## src/rtl/mem_reg_pkg.sv

```systemverilog
// Shared definitions for the memory/register-file instruction sequencer.
//   - Instruction field bit positions: [31:30] op, [29:20] A, [19:10] B, [9:0] C
//   - op_t    : opcode encoding
//   - state_t : sequencer FSM states
//   - imm_zext: zero-extended 20-bit immediate {B,C} used by LOADI
package mem_reg_pkg;

  localparam int INSTR_W = 32;
  localparam int ADDR_W  = 10;

  localparam int OP_MSB = 31;
  localparam int OP_LSB = 30;
  localparam int A_MSB  = 29;
  localparam int A_LSB  = 20;
  localparam int B_MSB  = 19;
  localparam int B_LSB  = 10;
  localparam int C_MSB  = 9;
  localparam int C_LSB  = 0;

  typedef enum logic [1:0] {
    OP_NOP   = 2'b00,
    OP_LOAD  = 2'b01,
    OP_STORE = 2'b10,
    OP_LOADI = 2'b11
  } op_t;

  typedef enum logic [1:0] {
    IDLE   = 2'b00,
    DECODE = 2'b01,
    READ   = 2'b10,
    WRITE  = 2'b11
  } state_t;

  function automatic logic [INSTR_W-1:0] imm_zext(input logic [ADDR_W-1:0] b,
                                                  input logic [ADDR_W-1:0] c);
    return {12'd0, b, c};
  endfunction

endpackage

```

## src/rtl/mem_reg_decode.sv

```systemverilog
// Combinational instruction-field extraction.
// Ports:
//   instr - captured 32-bit instruction word
//   op    - opcode field [31:30]
//   a     - A field [29:20] (register address)
//   b     - B field [19:10] (memory address / immediate high part)
//   imm   - zero-extended immediate {B,C}
module mem_reg_decode
  import mem_reg_pkg::*;
(
  input  logic [31:0] instr,
  output logic [1:0]  op,
  output logic [9:0]  a,
  output logic [9:0]  b,
  output logic [31:0] imm
);

  assign op  = instr[OP_MSB:OP_LSB];
  assign a   = instr[A_MSB:A_LSB];
  assign b   = instr[B_MSB:B_LSB];
  assign imm = imm_zext(instr[B_MSB:B_LSB], instr[C_MSB:C_LSB]);

endmodule

```

## src/rtl/mem_reg_sequencer.sv

```systemverilog
// Instruction sequencer driving a memory / register-file datapath.
// Accepts one instruction at a time (valid/ready), decodes it and walks
// IDLE -> DECODE -> [READ x READ_LAT] -> WRITE, issuing a one-cycle write
// strobe. Out-of-range memory addresses abort the instruction with err.
// Optional feature: define SEQ_PERF_CNT_EN to build the 16-bit
// instruction counter; otherwise instr_count is tied to 0.
// Parameters:
//   READ_LAT  - datapath read latency in cycles (1..4)
//   MEM_DEPTH - number of valid memory words
// Ports:
//   clk, rst_n                         - clock, synchronous active-low reset
//   instr, instr_valid, instr_ready    - instruction handshake
//   address_mem/reg/reg1/reg2          - datapath addresses
//   data_in, data_in_reg               - immediate data to memory / reg file
//   enable                             - one-cycle write strobe
//   memory_input_selection             - 1: memory written from data_reg1
//   reg_input_selection                - 1: register written from data_mem/imm
//   busy, err, instr_count             - status
module mem_reg_sequencer
  import mem_reg_pkg::*;
#(
  parameter int READ_LAT  = 1,
  parameter int MEM_DEPTH = 1024
)(
  input  logic        clk,
  input  logic        rst_n,
  input  logic [31:0] instr,
  input  logic        instr_valid,
  output logic        instr_ready,
  output logic [9:0]  address_mem,
  output logic [9:0]  address_reg,
  output logic [9:0]  address_reg1,
  output logic [9:0]  address_reg2,
  output logic [31:0] data_in,
  output logic [31:0] data_in_reg,
  output logic        enable,
  output logic        memory_input_selection,
  output logic        reg_input_selection,
  output logic        busy,
  output logic        err,
  output logic [15:0] instr_count
);

  localparam logic [1:0] LAT_INIT = 2'(READ_LAT - 1);

  state_t      state;
  state_t      next_state;
  logic [31:0] instr_q;
  logic [1:0]  lat_cnt;
  logic [1:0]  op_raw;
  op_t         op;
  logic [9:0]  fa;
  logic [9:0]  fb;
  logic [31:0] imm;
  logic        addr_bad;

  // Capture stage: instruction register (data, no reset needed)
  always_ff @(posedge clk) begin
    if (instr_valid && instr_ready) begin
      instr_q <= instr;
    end
  end

  mem_reg_decode u_decode (
    .instr (instr_q),
    .op    (op_raw),
    .a     (fa),
    .b     (fb),
    .imm   (imm)
  );

  assign op       = op_t'(op_raw);
  assign addr_bad = ((op == OP_LOAD) || (op == OP_STORE)) &&
                    ({22'd0, fb} >= 32'(MEM_DEPTH));

  // Control stage: state register and read-latency down-counter
  always_ff @(posedge clk) begin
    if (!rst_n) begin
      state   <= IDLE;
      lat_cnt <= 2'd0;
    end else begin
      state <= next_state;
      if (state == DECODE) begin
        lat_cnt <= LAT_INIT;
      end else if ((state == READ) && (lat_cnt != 2'd0)) begin
        lat_cnt <= lat_cnt - 2'd1;
      end
    end
  end

  always_comb begin
    next_state  = state;
    instr_ready = 1'b0;
    busy        = 1'b1;
    enable      = 1'b0;
    err         = 1'b0;
    case (state)
      IDLE: begin
        instr_ready = 1'b1;
        busy        = 1'b0;
        if (instr_valid) begin
          next_state = DECODE;
        end
      end
      DECODE: begin
        case (op)
          OP_NOP:   next_state = IDLE;
          OP_LOADI: next_state = WRITE;
          default: begin
            if (addr_bad) begin
              err        = 1'b1;
              next_state = IDLE;
            end else begin
              next_state = READ;
            end
          end
        endcase
      end
      READ: begin
        if (lat_cnt == 2'd0) begin
          next_state = WRITE;
        end
      end
      WRITE: begin
        // Gated by rst_n so a reset landing on WRITE never commits a write.
        enable     = rst_n;
        next_state = IDLE;
      end
      default: next_state = IDLE;
    endcase
  end

  // Datapath drive: fields held from DECODE through WRITE, zero in IDLE.
  // No opcode writes immediate data to memory, so data_in stays 0.
  always_comb begin
    address_mem            = 10'd0;
    address_reg            = 10'd0;
    address_reg1           = 10'd0;
    address_reg2           = 10'd0;
    data_in                = 32'd0;
    data_in_reg            = 32'd0;
    memory_input_selection = 1'b0;
    reg_input_selection    = 1'b0;
    if (state != IDLE) begin
      case (op)
        OP_LOAD: begin
          address_mem         = fb;
          address_reg         = fa;
          reg_input_selection = 1'b1;
        end
        OP_STORE: begin
          address_reg1           = fa;
          address_mem            = fb;
          memory_input_selection = 1'b1;
        end
        OP_LOADI: begin
          address_reg         = fa;
          data_in_reg         = imm;
          reg_input_selection = 1'b1;
        end
        default: ;
      endcase
    end
  end

`ifdef SEQ_PERF_CNT_EN
  logic [15:0] cnt_q;

  // Counts completed writes and NOPs; wraps naturally at 16 bits.
  always_ff @(posedge clk) begin
    if (!rst_n) begin
      cnt_q <= 16'd0;
    end else if ((state == WRITE) || ((state == DECODE) && (op == OP_NOP))) begin
      cnt_q <= cnt_q + 16'd1;
    end
  end

  assign instr_count = cnt_q;
`else
  assign instr_count = 16'd0;
`endif

endmodule

```

## config.mk

```make
export PLATFORM = sky130hd
export DESIGN_NAME = mem_reg_sequencer
export DESIGN_NICKNAME = d
export VERILOG_FILES = /design/src/rtl/mem_reg_pkg.sv /design/src/rtl/mem_reg_decode.sv /design/src/rtl/mem_reg_sequencer.sv
export SDC_FILE = /design/constraint.sdc
export NUM_CORES = 1
export LEC_CHECK = 0
export ABC_AREA = 1
export CAP_MARGIN = 20
export CORE_ASPECT_RATIO = 1.1
export CORE_MARGIN = 3
export CORE_UTILIZATION = 37
export CTS_CLUSTER_DIAMETER = 40
export DETAILED_ROUTE_END_ITERATION = 6
export PLACE_DENSITY = 0.86
export SYNTH_ARGS = -nofsm -noshare
export SYNTH_HDL_FRONTEND = slang
export SYNTH_SLANG_ARGS = --single-unit
```

## constraint.sdc

```tcl
create_clock -name clk -period 4.6 [get_ports clk]
set_input_delay 1.38 -clock clk [delete_from_list [all_inputs] [get_ports clk]]
set_output_delay 1.38 -clock clk [all_outputs]
set_load 0.03 [all_outputs]
```

==> impl_metrics.toml <==
[status]
status = "complete, no violations"

[drt]
routed_via_density = 3.99
wl_mm = 4.87
dr.pass1.iters = 4
post_drt_wl_per_cell_um = 12.1
drc = 0
vias = 1607
ant_nets = 0
drt_iter0_markers = 41

[synth]
synth_seq_cells = 36
avgSynthCellArea_um2 = 9.32
synth_cell_types = 21
netlist_area_um2 = 2190
yosysSeqAreaShare_pct = 47.5
synth_cells = 235
yosysWarnings = 0

[die]
die_area_um2 = 6880
dieHeight_um = 86.7
pin_count = 161
die_w_um = 79.4
initial_utilization_pct = 39.3
coreArea_um2 = 5570
num_rows = 28

[pwr]
ir_worst_vdd_v = 0.000310
p_per_area_nw_per_um2 = 319
report.power.total_uw = 953
p_leak_uw = 0.00132

[clock_tree]
cts-resized-gates = 0
cts.sinks = 36
clk_latency_ps = 280
cts_tree = "built"
post-cts-setup-buffers = 0
cts_root_buffer = "clkbuf_8"
path_clk_slew_ps = 70
cts_buffer_depth = 2
numCtsBuffers = 5
cts_hold_buffers = 0
htreeDepth = 2

[sta]
period_share_pct = 90.7
rsz0062_at_grt = "false"
layout_min_cycle_time_ps = 4170
setup_viol = 0
max_slew_margin_pct = 53.9
final_max_slew_viol_count = 0
setup_tns_ps = 0
max_freq_mhz = 240
final_hold_viol_count = 0
tightest_slew_ps = 692
finClkSkew_ps = 2.24

[placed_design]
io_buffer_count = 89
place_hpwl_mm = 3.84
gp_congestion = 0.774
placed_cells = 395

[min_path]
worstHoldStart = "lat_cnt[1]"
min_path_type = "reg2reg"

[global_route]
grt.total_usage_pct = 13.8
grt_pass1_vias = 1502
grt_overflow = 0
grt_start_max_net_pins = 33
grt_pass1_wl_mm = 7.20
antenna_found_initial = 0

[final_layout]
synthToLayoutAreaGrowth_pct = 36.6
antenna_cells = 0
final_layout_size_suffix_gt1_share_pct = 8.23
layoutNonFillerInstCount = 403
final.fill_count = 452
utilization_pct = 53.7
nets = 367

[setup_path]
worstPathRequired_ps = 3220
startpoint_type = "input pin"
crit_fanout = 3
cp-end-kind = "output pin"
crit_type = "in2out"
arrival_ps = 2790
crit_start = "rst_n"

[run]
max_cap_viol_count = 0
==> metal layers <==
metal | wire length (um) | vias up | GRT usage (%)
met2 | 2410 | 130 | 24.3
met1 | 1590 | 711 | 13.5
met4 | 57 | 0 | 4.22
met5 | 0 | - | 0
li1 | - | 759 | -
met3 | 812 | 7 | 8.32
==> power breakdown <==
group	switching (uW)	internal (uW)
clock	119	163
sequential	8.46	384
combinational	197	81.4
==> cell usage after synthesis <==
library cell / count / area, um^2
nand2_2: 3 / 18.8
nand2_8: 1 / 20.0
o21ai_0: 1 / 5.00
inv_2: 3 / 11.3
nor3_1: 1 / 5.00
buf_4: 71 / 533
edfxtp_1: 32 / 961
nand3_1: 2 / 10.0
nand2_1: 16 / 60.1
ha_1: 5 / 62.6
nor2_2: 9 / 56.3
dfxtp_1: 4 / 80.1
buf_2: 1 / 5.00
buf_6: 3 / 33.8
inv_1: 31 / 116
a21oi_1: 3 / 15.0
nand3b_1: 1 / 7.51
conb_1: 1 / 3.75
o21ai_2: 1 / 8.76
nor2_1: 44 / 165
nand4_1: 2 / 12.5
==> flip-flops by register name, summed over array words and instances, names as in the netlist, named ones only <==
signal and count:
instr_q 32, lat_cnt 2, state 1
==> placed cells by master (no fill, tap or decap), drive strengths merged <==
cell | Yosys | layout
conb | 1 | 71
buf | 75 | 1
nor3 | 1 | 1
o21ai | 2 | 2
nand3 | 2 | 2
nand3b | 1 | 1
clkinvlp | 0 | 1
dfxtp | 4 | 4
clkbuf | 0 | 5
a21oi | 3 | 3
nand4 | 2 | 2
nor2 | 53 | 53
ha | 5 | 5
nand2 | 20 | 20
inv | 34 | 35
edfxtp | 32 | 32
clkdlybuf4s50 | 0 | 89
bufinv | 0 | 1
==> worst paths after layout <==
kind                       to  slack, ps  cells after the start
setup reg to reg  instr_q[23]       3180                      4
hold reg to reg    lat_cnt[1]        530                      4
hold / removal     lat_cnt[1]        530                      4
setup / recovery       enable        430                      4
==> cells by family after synthesis <==
kind of cell / after synthesis / synth area share, %
fa+ha+maj: 5 / 2.86
buf+inv: 109 / 31.9
other cells: 1 / 0.171
simple gates: 79 / 16.2
compound gates: 5 / 1.31
flops: 36 / 47.5
==> area by class of cell <==
class                   count  area [um^2]  area share [%]
multi-input cells         160          716            23.9
well taps                  75         93.8            3.14
inverters                  34          128            4.27
repair buffers             90          898            30.0
clock inverters             3         46.3            1.55
clock buffers               5         68.8            2.30
flip-flops and latches     36         1040            34.8
==> stage by stage <==
stage / cell area, um^2 / setup WS, ps / hold WS [ps]
after CTS: 2990 / 428 / 534
final: 2990 / 429 / 533
after global routing: 2990 / 353 / 577
after global placement: 2880 / 486 / 512
after detailed placement: 2880 / 429 / 521
after floorplan: 2450 / 1150 / 491
==> critical path, cell delays in order <==
cell             delay (ps)
clkdlybuf4s50_1         470
inv_1                    70
nor3_1                  150
clkdlybuf4s50_1         710
No activity file was read; power rests on OpenSTA's default activity.
